File: src/rtl/vga_timing.sv
// vga_timing: free-running VGA raster timing generator on the pixel clock.
// Default mode 640x480@60 (800x525 total). All outputs registered and
// decoded from the next counter values, so sync/de/strobes line up with
// the sx/sy presented in the same cycle.
// Optional: define VGA_TIMING_FRAME_CNT_EN to add the frame_cnt output.
module vga_timing #(
    parameter int unsigned H_ACTIVE = 640,
    parameter int unsigned H_FP     = 16,
    parameter int unsigned H_SYNC   = 96,
    parameter int unsigned H_BP     = 48,
    parameter int unsigned V_ACTIVE = 480,
    parameter int unsigned V_FP     = 10,
    parameter int unsigned V_SYNC   = 2,
    parameter int unsigned V_BP     = 33,
    parameter bit          SYNC_POL = 1'b0
) (
    input  logic        clk,
    input  logic        reset,
    output logic [11:0] sx,
    output logic [11:0] sy,
    output logic        hsync,
    output logic        vsync,
    output logic        de,
    output logic        line_start,
    output logic        frame_start
`ifdef VGA_TIMING_FRAME_CNT_EN
    ,
    output logic [15:0] frame_cnt
`endif
);

    localparam int unsigned H_TOTAL = H_ACTIVE + H_FP + H_SYNC + H_BP;
    localparam int unsigned V_TOTAL = V_ACTIVE + V_FP + V_SYNC + V_BP;

    // Counters are 12 bits wide, so neither total may exceed 4096.
    generate
        if ((H_TOTAL > 4096) || (V_TOTAL > 4096) || (H_TOTAL == 0) || (V_TOTAL == 0)) begin : g_size_check
            $error("vga_timing: H_TOTAL and V_TOTAL must be in 1..4096");
        end
    endgenerate

    localparam logic [11:0] H_LAST = 12'(H_TOTAL - 1);
    localparam logic [11:0] V_LAST = 12'(V_TOTAL - 1);

    // Decode boundaries kept 13 bits wide so an end bound of 4096 does not
    // truncate to zero.
    localparam logic [12:0] H_DE_END   = 13'(H_ACTIVE);
    localparam logic [12:0] H_SYNC_BEG = 13'(H_ACTIVE + H_FP);
    localparam logic [12:0] H_SYNC_END = 13'(H_ACTIVE + H_FP + H_SYNC);
    localparam logic [12:0] V_DE_END   = 13'(V_ACTIVE);
    localparam logic [12:0] V_SYNC_BEG = 13'(V_ACTIVE + V_FP);
    localparam logic [12:0] V_SYNC_END = 13'(V_ACTIVE + V_FP + V_SYNC);

    logic        h_wrap;
    logic        v_wrap;
    logic [11:0] next_sx;
    logic [11:0] next_sy;
    logic [12:0] nx_ext;
    logic [12:0] ny_ext;
    logic        in_hsync;
    logic        in_vsync;
    logic        next_de;
    logic        next_hsync;
    logic        next_vsync;
    logic        next_line_start;
    logic        next_frame_start;

    // Next raster position: sx advances every clock, sy on each line wrap.
    always_comb begin
        h_wrap  = (sx == H_LAST);
        v_wrap  = (sy == V_LAST);
        next_sx = sx + 12'd1;
        next_sy = sy;
        if (h_wrap) begin
            next_sx = '0;
            next_sy = v_wrap ? '0 : (sy + 12'd1);
        end
    end

    // Decode sync, data enable and strobes from the next position.
    always_comb begin
        nx_ext           = {1'b0, next_sx};
        ny_ext           = {1'b0, next_sy};
        in_hsync         = (nx_ext >= H_SYNC_BEG) && (nx_ext < H_SYNC_END);
        in_vsync         = (ny_ext >= V_SYNC_BEG) && (ny_ext < V_SYNC_END);
        next_de          = (nx_ext < H_DE_END) && (ny_ext < V_DE_END);
        next_hsync       = SYNC_POL ? in_hsync : ~in_hsync;
        next_vsync       = SYNC_POL ? in_vsync : ~in_vsync;
        next_line_start  = (next_sx == '0);
        next_frame_start = (next_sx == '0) && (next_sy == '0);
    end

    // Output registers; reset parks on the last pixel of the frame so the
    // first cycle after release is (0,0) with both strobes.
    always_ff @(posedge clk) begin
        if (reset) begin
            sx          <= H_LAST;
            sy          <= V_LAST;
            de          <= 1'b0;
            hsync       <= ~SYNC_POL;
            vsync       <= ~SYNC_POL;
            line_start  <= 1'b0;
            frame_start <= 1'b0;
        end else begin
            sx          <= next_sx;
            sy          <= next_sy;
            de          <= next_de;
            hsync       <= next_hsync;
            vsync       <= next_vsync;
            line_start  <= next_line_start;
            frame_start <= next_frame_start;
        end
    end

`ifdef VGA_TIMING_FRAME_CNT_EN
    logic counting;

    // Count frame wraps, skipping the wrap that leaves reset so frame 1
    // reads 0 and the second frame_start coincides with frame_cnt=1.
    always_ff @(posedge clk) begin
        if (reset) begin
            frame_cnt <= '0;
            counting  <= 1'b0;
        end else if (h_wrap && v_wrap) begin
            if (counting) begin
                frame_cnt <= frame_cnt + 16'd1;
            end
            counting <= 1'b1;
        end
    end
`endif

endmodule

File: config.mk
export PLATFORM = sky130hd
export DESIGN_NAME = vga_timing
export DESIGN_NICKNAME = d
export VERILOG_FILES = /design/src/rtl/vga_timing.sv
export SDC_FILE = /design/constraint.sdc
export NUM_CORES = 1
export LEC_CHECK = 0
export CAP_MARGIN = 15
export CORE_ASPECT_RATIO = 1.2
export CORE_MARGIN = 5
export CORE_UTILIZATION = 50
export DETAILED_ROUTE_END_ITERATION = 12
export GPL_ROUTABILITY_DRIVEN = 0
export PLACE_DENSITY = 0.86
export REMOVE_ABC_BUFFERS = 1
export SETUP_SLACK_MARGIN = 0.02
export SLEW_MARGIN = 30
export SYNTH_ARGS = -nofsm -noshare
export SYNTH_HDL_FRONTEND = slang
export SYNTH_SLANG_ARGS = --single-unit
File: constraint.sdc
create_clock -name clk -period 7.65 [get_ports clk]
set_clock_uncertainty 0.1 [all_clocks]
set_input_delay 1.1475 -clock clk [delete_from_list [all_inputs] [get_ports clk]]
set_output_delay 1.1475 -clock clk [all_outputs]
set_load 0.02 [all_outputs]
==> results of run 1 <==
-- worst paths after layout --
path	startpoint	end	slack, ns	cells after the start
min	sx[0]	sx[0]	0.44	1
max reg2reg	sx[0]	vsync	4.53	6
min reg2reg	sx[0]	sx[0]	0.44	1
max	sx[0]	vsync	4.53	6
-- layer usage --
| metal | share of wire (%) | global-route usage, % | wire length, µm | vias to the layer above |
|---|---|---|---|---|
| met4 | 4.3 | 12.2 | 192 | 0 |
| met5 | 0 | 0 | 0 | - |
| met1 | 39 | 22.6 | 1760 | 851 |
| met2 | 49 | 31.1 | 2220 | 89 |
| li1 | - | - | - | 896 |
| met3 | 7.2 | 5.01 | 324 | 18 |
-- flip-flops by register name, indices dropped and copies added (netlist names) --
name         cells
hsync            1
sx              12
vsync            1
line_start       1
sy              12
de               1
frame_start      1
-- power breakdown --
group / switching [W] / internal, W / total, W
sequential: 0.0000617 / 0.000177 / 0.000239
clock: 0.0000620 / 0.0000626 / 0.000125
combinational: 0.000211 / 0.000154 / 0.000365
total: 0.000335 / 0.000394 / 0.000729
-- cells by family (layout without fill, tap and decap cells) --
logic type / count (synthesis) / count (layout) / synth area share (%)
and+or+nand+nor: 111 / 111 / 33.8
DFF: 29 / 29 / 31.5
adders and majority gates: 3 / 3 / 2.04
xor gates and xnor gates: 18 / 18 / 8.56
buffers and inverters: 22 / 43 / 5.10
AOI/OAI and AO/OA: 50 / 50 / 19.0
-- cells in the final DEF, fill, tap and decap left out, types with 3 or more instances in the layout --
cell type,instances
or3_1,6
nand4_1,6
clkbuf_8,5
ha_1,3
and4_1,3
xor2_1,8
inv_1,4
and2_1,4
xnor2_1,10
nand2_1,22
nor3_1,8
o21ai_0,9
nor2_1,22
dfxtp_1,29
nand3_1,13
o21bai_1,4
a31oi_1,7
a21oi_1,9
clkdlybuf4s50_1,30
or2_2,3
nor4_1,5
-- final cells by class --
class	count	share of cell area [%]
multi-input cells	182	52.9
flip-flops and latches	29	26.3
repair buffers	31	14.0
clock buffers	5	3.12
well taps	39	2.21
clock inverters	3	0.794
inverters	4	0.681
-- worst max-delay path, cell delays in order (launching register included) --
cell and delay [ns]:
dfxtp_1 0.43, ha_1 0.31, nand4_1 0.36, nor4_4 0.72, and3_1 0.38, a31oi_1 0.16
or4b_1 0.53
-- stage by stage --
step	total power (W)	worst slack, ns	instances	instance area, µm²	hold slack, ns
global route	0.000783	4.27	293	2210	0.489
finish	0.000729	4.53	293	2210	0.441
floorplan	0.000482	4.76	215	1760	0.480
global placement	0.000597	4.53	285	2120	0.417
detailed placement	0.000603	4.52	285	2120	0.427
CTS	0.000731	4.55	293	2210	0.447
==> impl_metrics.yaml, run 1 <==
outcome:
  status: "finished, final reports clean"
global_route:
  grt_pass1_wl_um: 7660
  grt_pass1_vias: 1696
  grt_max_degree: 27
  gr-total-overflow: 0
  grt_use_total_pct: 19.5
  antenna_found_initial: 0
clock_network:
  cts_max_path_buffers: 2
  root_buffer: "clkbuf_8"
  cts_tree: "done"
  post-cts-setup-buffers: 0
  numCtsBuffers: 5
  htreeDepth: 2
  clkLatencyLatePin_ns: 0.29
  ctsResizeCount: 0
  clock_sinks: 29
  hold_buffers: 0
  cts.clk_slew.worst_paths_ns: 0.07
critical_path:
  required_ns: 7.72
  crit_type: "reg2reg"
  crit_arrival_ns: 3.18
  cp-start-kind: "flip-flop"
  worst-path-max-fanout: 15
  cp-end-kind: "flip-flop"
placement:
  hpwl_um: 3290
  io_buffers: 30
route:
  dr.pass1.iters: 4
  drt_wl_total_um: 4490
  drc: 0
  vias_per_cell: 6.33
  drtIter0Drc: 269
  ant_nets: 0
  vias: 1854
  wl_per_cell_um: 15.3
yosys:
  syn_area_um2: 1840
  synth.top_cells.by_area: "dfxtp_1 (32%), xnor2_1 (4.8%), nand2_1 (4.5%), nor2_1 (4.5%), xor2_1 (3.8%)"
  synthFlopType: "dfxtp_1"
  synth-edff-count: 0
  synth_top_area_share_pct: 31.5
  async_reset_ff_share_pct: 0
  synth.most_common_cell: "dfxtp_1"
  yosys.area.top_type: "dfxtp_1"
  netlist_instances: 233
  syn_avg_cell_area_um2: 7.90
  ys_types: 51
  synth-seq-area-share_pct: 31.5
  synth_top_cells_by_count: "dfxtp_1 (29), nand2_1 (22), nor2_1 (22)"
  ys_seq_elements: 29
  yosysWarnings: 0
floorplan:
  core-area_um2: 3600
  rows: 24
  die_y_um: 76.5
  die-area_um2: 5000
  pin_count: 31
  die_w_um: 65.4
  initial_utilization_pct: 51.1
cells_and_area:
  drive_gt1_share_pct: 7.09
  num_antenna_cells: 0
  final_util_pct: 61.2
  final_nets: 258
  area_delta_synth_final_pct: 19.8
  multiInputGateArea_um2: 1170
  seq_area_um2: 581
  fill_cells: 322
sta:
  fmax_ghz: 0.321
  relSlewSlack_pct: 45.9
  final_max_slew_viol_count: 0
  setup_viol: 0
  min_period_over_period_pct: 40.8
  worst_slew_pin_slew_ns: 0.806
  finalSetupTns_ns: 0
  period_minus_slack_ns: 3.12
  hold_viol_final: 0
  grt_setup_unrepaired: "no"
pwr:
  vdd_ir_drop_max_v: 0.000132
  leakagePower_nw: 0.830
  powerDensity_nw_per_um2: 331
flow_run:
  cap_viol_max_count: 0
worst_hold_path:
  worst_hold_path_type: "reg2reg"
No activity file was read; power rests on OpenSTA's default activity.
==> run 2: changes to the inputs <==
==> constraint.sdc (replaced) <==
create_clock -name clk -period 3 [get_ports clk]
set_clock_uncertainty 0.1 [all_clocks]
set_input_delay 0.45 -clock clk [delete_from_list [all_inputs] [get_ports clk]]
set_output_delay 0.45 -clock clk [all_outputs]
set_load 0.02 [all_outputs]
==> run 2 against run 1 <==
Against the previous run: combinational power rose to 2.9 times the previous value; core utilization up 2.7 points; highest routed layer unchanged; critical endpoint unchanged; routed wire length up 8.8%; maximum frequency up 11%.
==> impl_metrics.yaml, run 2 (synthesis results as in run 1) <==
clock_network:
  clock_sinks: 29
  root_buffer: "clkbuf_8"
  numCtsBuffers: 5
  htreeDepth: 2
  cts_max_path_buffers: 2
  ctsResizeCount: 0
  clkLatencyLatePin_ns: 0.28
  post-cts-setup-buffers: 0
  cts_tree: "done"
  hold_buffers: 0
  cts.clk_slew.worst_paths_ns: 0.06
pwr:
  powerDensity_nw_per_um2: 889
  leakagePower_nw: 0.890
  vdd_ir_drop_max_v: 0.000541
  total_power_w: 0.00205
route:
  drt_wl_total_um: 4880
  dr.pass1.iters: 5
  drtIter0Drc: 247
  drc: 0
  vias_per_cell: 6.29
  wl_per_cell_um: 16.2
  vias: 1900
  ant_nets: 0
critical_path:
  worst-path-max-fanout: 11
  crit_arrival_ns: 2.86
  reg2reg_slack_ns: 0.20
  r2r_cells: 6
  r2r-start: "sx[10]"
  required_ns: 3.05
  cp_common_cell: "or4_4"
  max_stage_delay_ns: 0.63
  crit_buf_inv: 0
  cp-end-kind: "flip-flop"
  critical_path.cell_chain: "or4_4 -> or4_4 -> nor3_4 -> a31o_1 -> a31oi_1 -> or4b_1"
  cp-start-kind: "flip-flop"
  worstReg2RegEnd: "vsync"
  crit_type: "reg2reg"
  cp_top_family: "simple AND/OR/NAND/NOR gates"
  critical-path-slowest-cell: "or4_4"
sta:
  relSlewSlack_pct: 60.9
  period_minus_slack_ns: 2.80
  hold_viol_final: 0
  fmax_ghz: 0.357
  finalSetupTns_ns: 0
  final_max_slew_viol_count: 0
  setup_viol: 0
  grt_setup_unrepaired: "no"
  min_period_over_period_pct: 93.5
  hold_ws_ns: 0.439
  worst_slew_pin_slew_ns: 0.586
cells_and_area:
  final_nets: 267
  drive_gt1_share_pct: 9.89
  multiInputGateArea_um2: 1170
  seq_area_um2: 581
  fill_cells: 326
  fin_area_um2: 2300
  mostFrequentLayoutCell: "clkdlybuf4s50_1"
  num_antenna_cells: 0
  final_cell_mix: "clkdlybuf4s50_1 (30), dfxtp_1 (29), nand2_1 (22), nor2_1 (22), nand3_1 (13)"
  biggestRegsByFlops: "sx x12, sy x12"
  area_delta_synth_final_pct: 25.1
global_route:
  gr-total-overflow: 0
  grt_pass1_wl_um: 8170
  grt_use_total_pct: 20.6
  antenna_found_initial: 0
  grt_max_degree: 26
  grt_pass1_vias: 1786
floorplan:
  core-area_um2: 3600
  pin_count: 31
  initial_utilization_pct: 51.1
  rows: 24
  die-area_um2: 5000
  die_y_um: 76.5
  die_w_um: 65.4
flow_run:
  cap_viol_max_count: 0
placement:
  postPlaceCellArea_um2: 2190
  hpwl_um: 3520
  io_buffers: 30
worst_hold_path:
  worstHoldStart: "sx[0]"
  worst_hold_path_type: "reg2reg"
  holdPathEnd: "sx[0]"
  hold_path_depth: 1
outcome:
  status: "finished, final reports clean"
-- run 2: cell count changes in the layout (fill, tap and decap cells not counted) --
cell and change:
clkbuf_1 +1, buf_4 +9, bufinv_16 +1, clkinvlp_4 -1, clkbuf_8 +1, clkinv_2 -2
-- run 2: worst max-delay path by stage --
stage	startpoint	endpoint	cells past startpoint
after detailed placement	sx[5]	vsync	6
after global placement	sx[10]	vsync	6
after CTS	sx[5]	vsync	6
after global routing	sx[10]	vsync	6
final	sx[10]	vsync	6
after floorplan	sx[5]	vsync	6
-- run 2: cell type report --
type                            instances  share of cell area, %
Multi-Input combinational cell        182                   50.7
Sequential cell                        29                   25.2
Timing Repair Buffer                   40                   16.3
Clock buffer                            7                   3.75
Tap cell                               39                   2.12
Clock inverter                          1                   1.30
Inverter                                4                  0.652
-- run 2: power by group --
| part | leakage [nW] | switching, W | internal [W] |
|---|---|---|---|
| registers | 0.236 | 0.000120 | 0.000453 |
| clock network | 0.0585 | 0.000143 | 0.000270 |
| logic | 0.595 | 0.000602 | 0.000460 |
-- run 2: per-stage QoR --
stage	util [%]	setup WS (ns)	std cells
6_report	63.9	0.196	302
5_1_grt	63.9	0.114	302
4_1_cts	63.9	0.204	302
3_5_place_dp	60.7	0.210	294
3_3_place_gp	60.7	0.278	294
2_1_floorplan	-	0.109	215
-- run 2: worst register-to-register path, delay by kind of cell, from the launching register on --
family / cells / cell delay (ns)
AOI/OAI and AO/OA: 2 / 0.29
and+or+nand+nor: 4 / 1.94
DFF: 1 / 0.35
-- run 2: per-layer routing --
| layer | up-vias | global-route usage (%) | wire (µm) |
|---|---|---|---|
| met3 | 16 | 5.46 | 299 |
| met5 | - | 0 | 0 |
| met2 | 80 | 35.6 | 2490 |
| li1 | 915 | - | - |
| met1 | 889 | 23.0 | 1960 |
| met4 | 0 | 9.54 | 127 |
==> run 3: changes to the inputs <==
--- a/config.mk
+++ b/config.mk
@@ -5,12 +5,13 @@
 export SDC_FILE = /design/constraint.sdc
 export NUM_CORES = 1
 export LEC_CHECK = 0
-export CAP_MARGIN = 15
+export CAP_MARGIN = 10
 export CORE_ASPECT_RATIO = 1.2
 export CORE_MARGIN = 5
 export CORE_UTILIZATION = 50
 export DETAILED_ROUTE_END_ITERATION = 12
 export GPL_ROUTABILITY_DRIVEN = 0
+export HOLD_SLACK_MARGIN = 0.08
 export PLACE_DENSITY = 0.86
 export REMOVE_ABC_BUFFERS = 1
 export SETUP_SLACK_MARGIN = 0.02
==> results of run 3 <==
The final DEF is identical to that of run 2; final timing and power are the same.
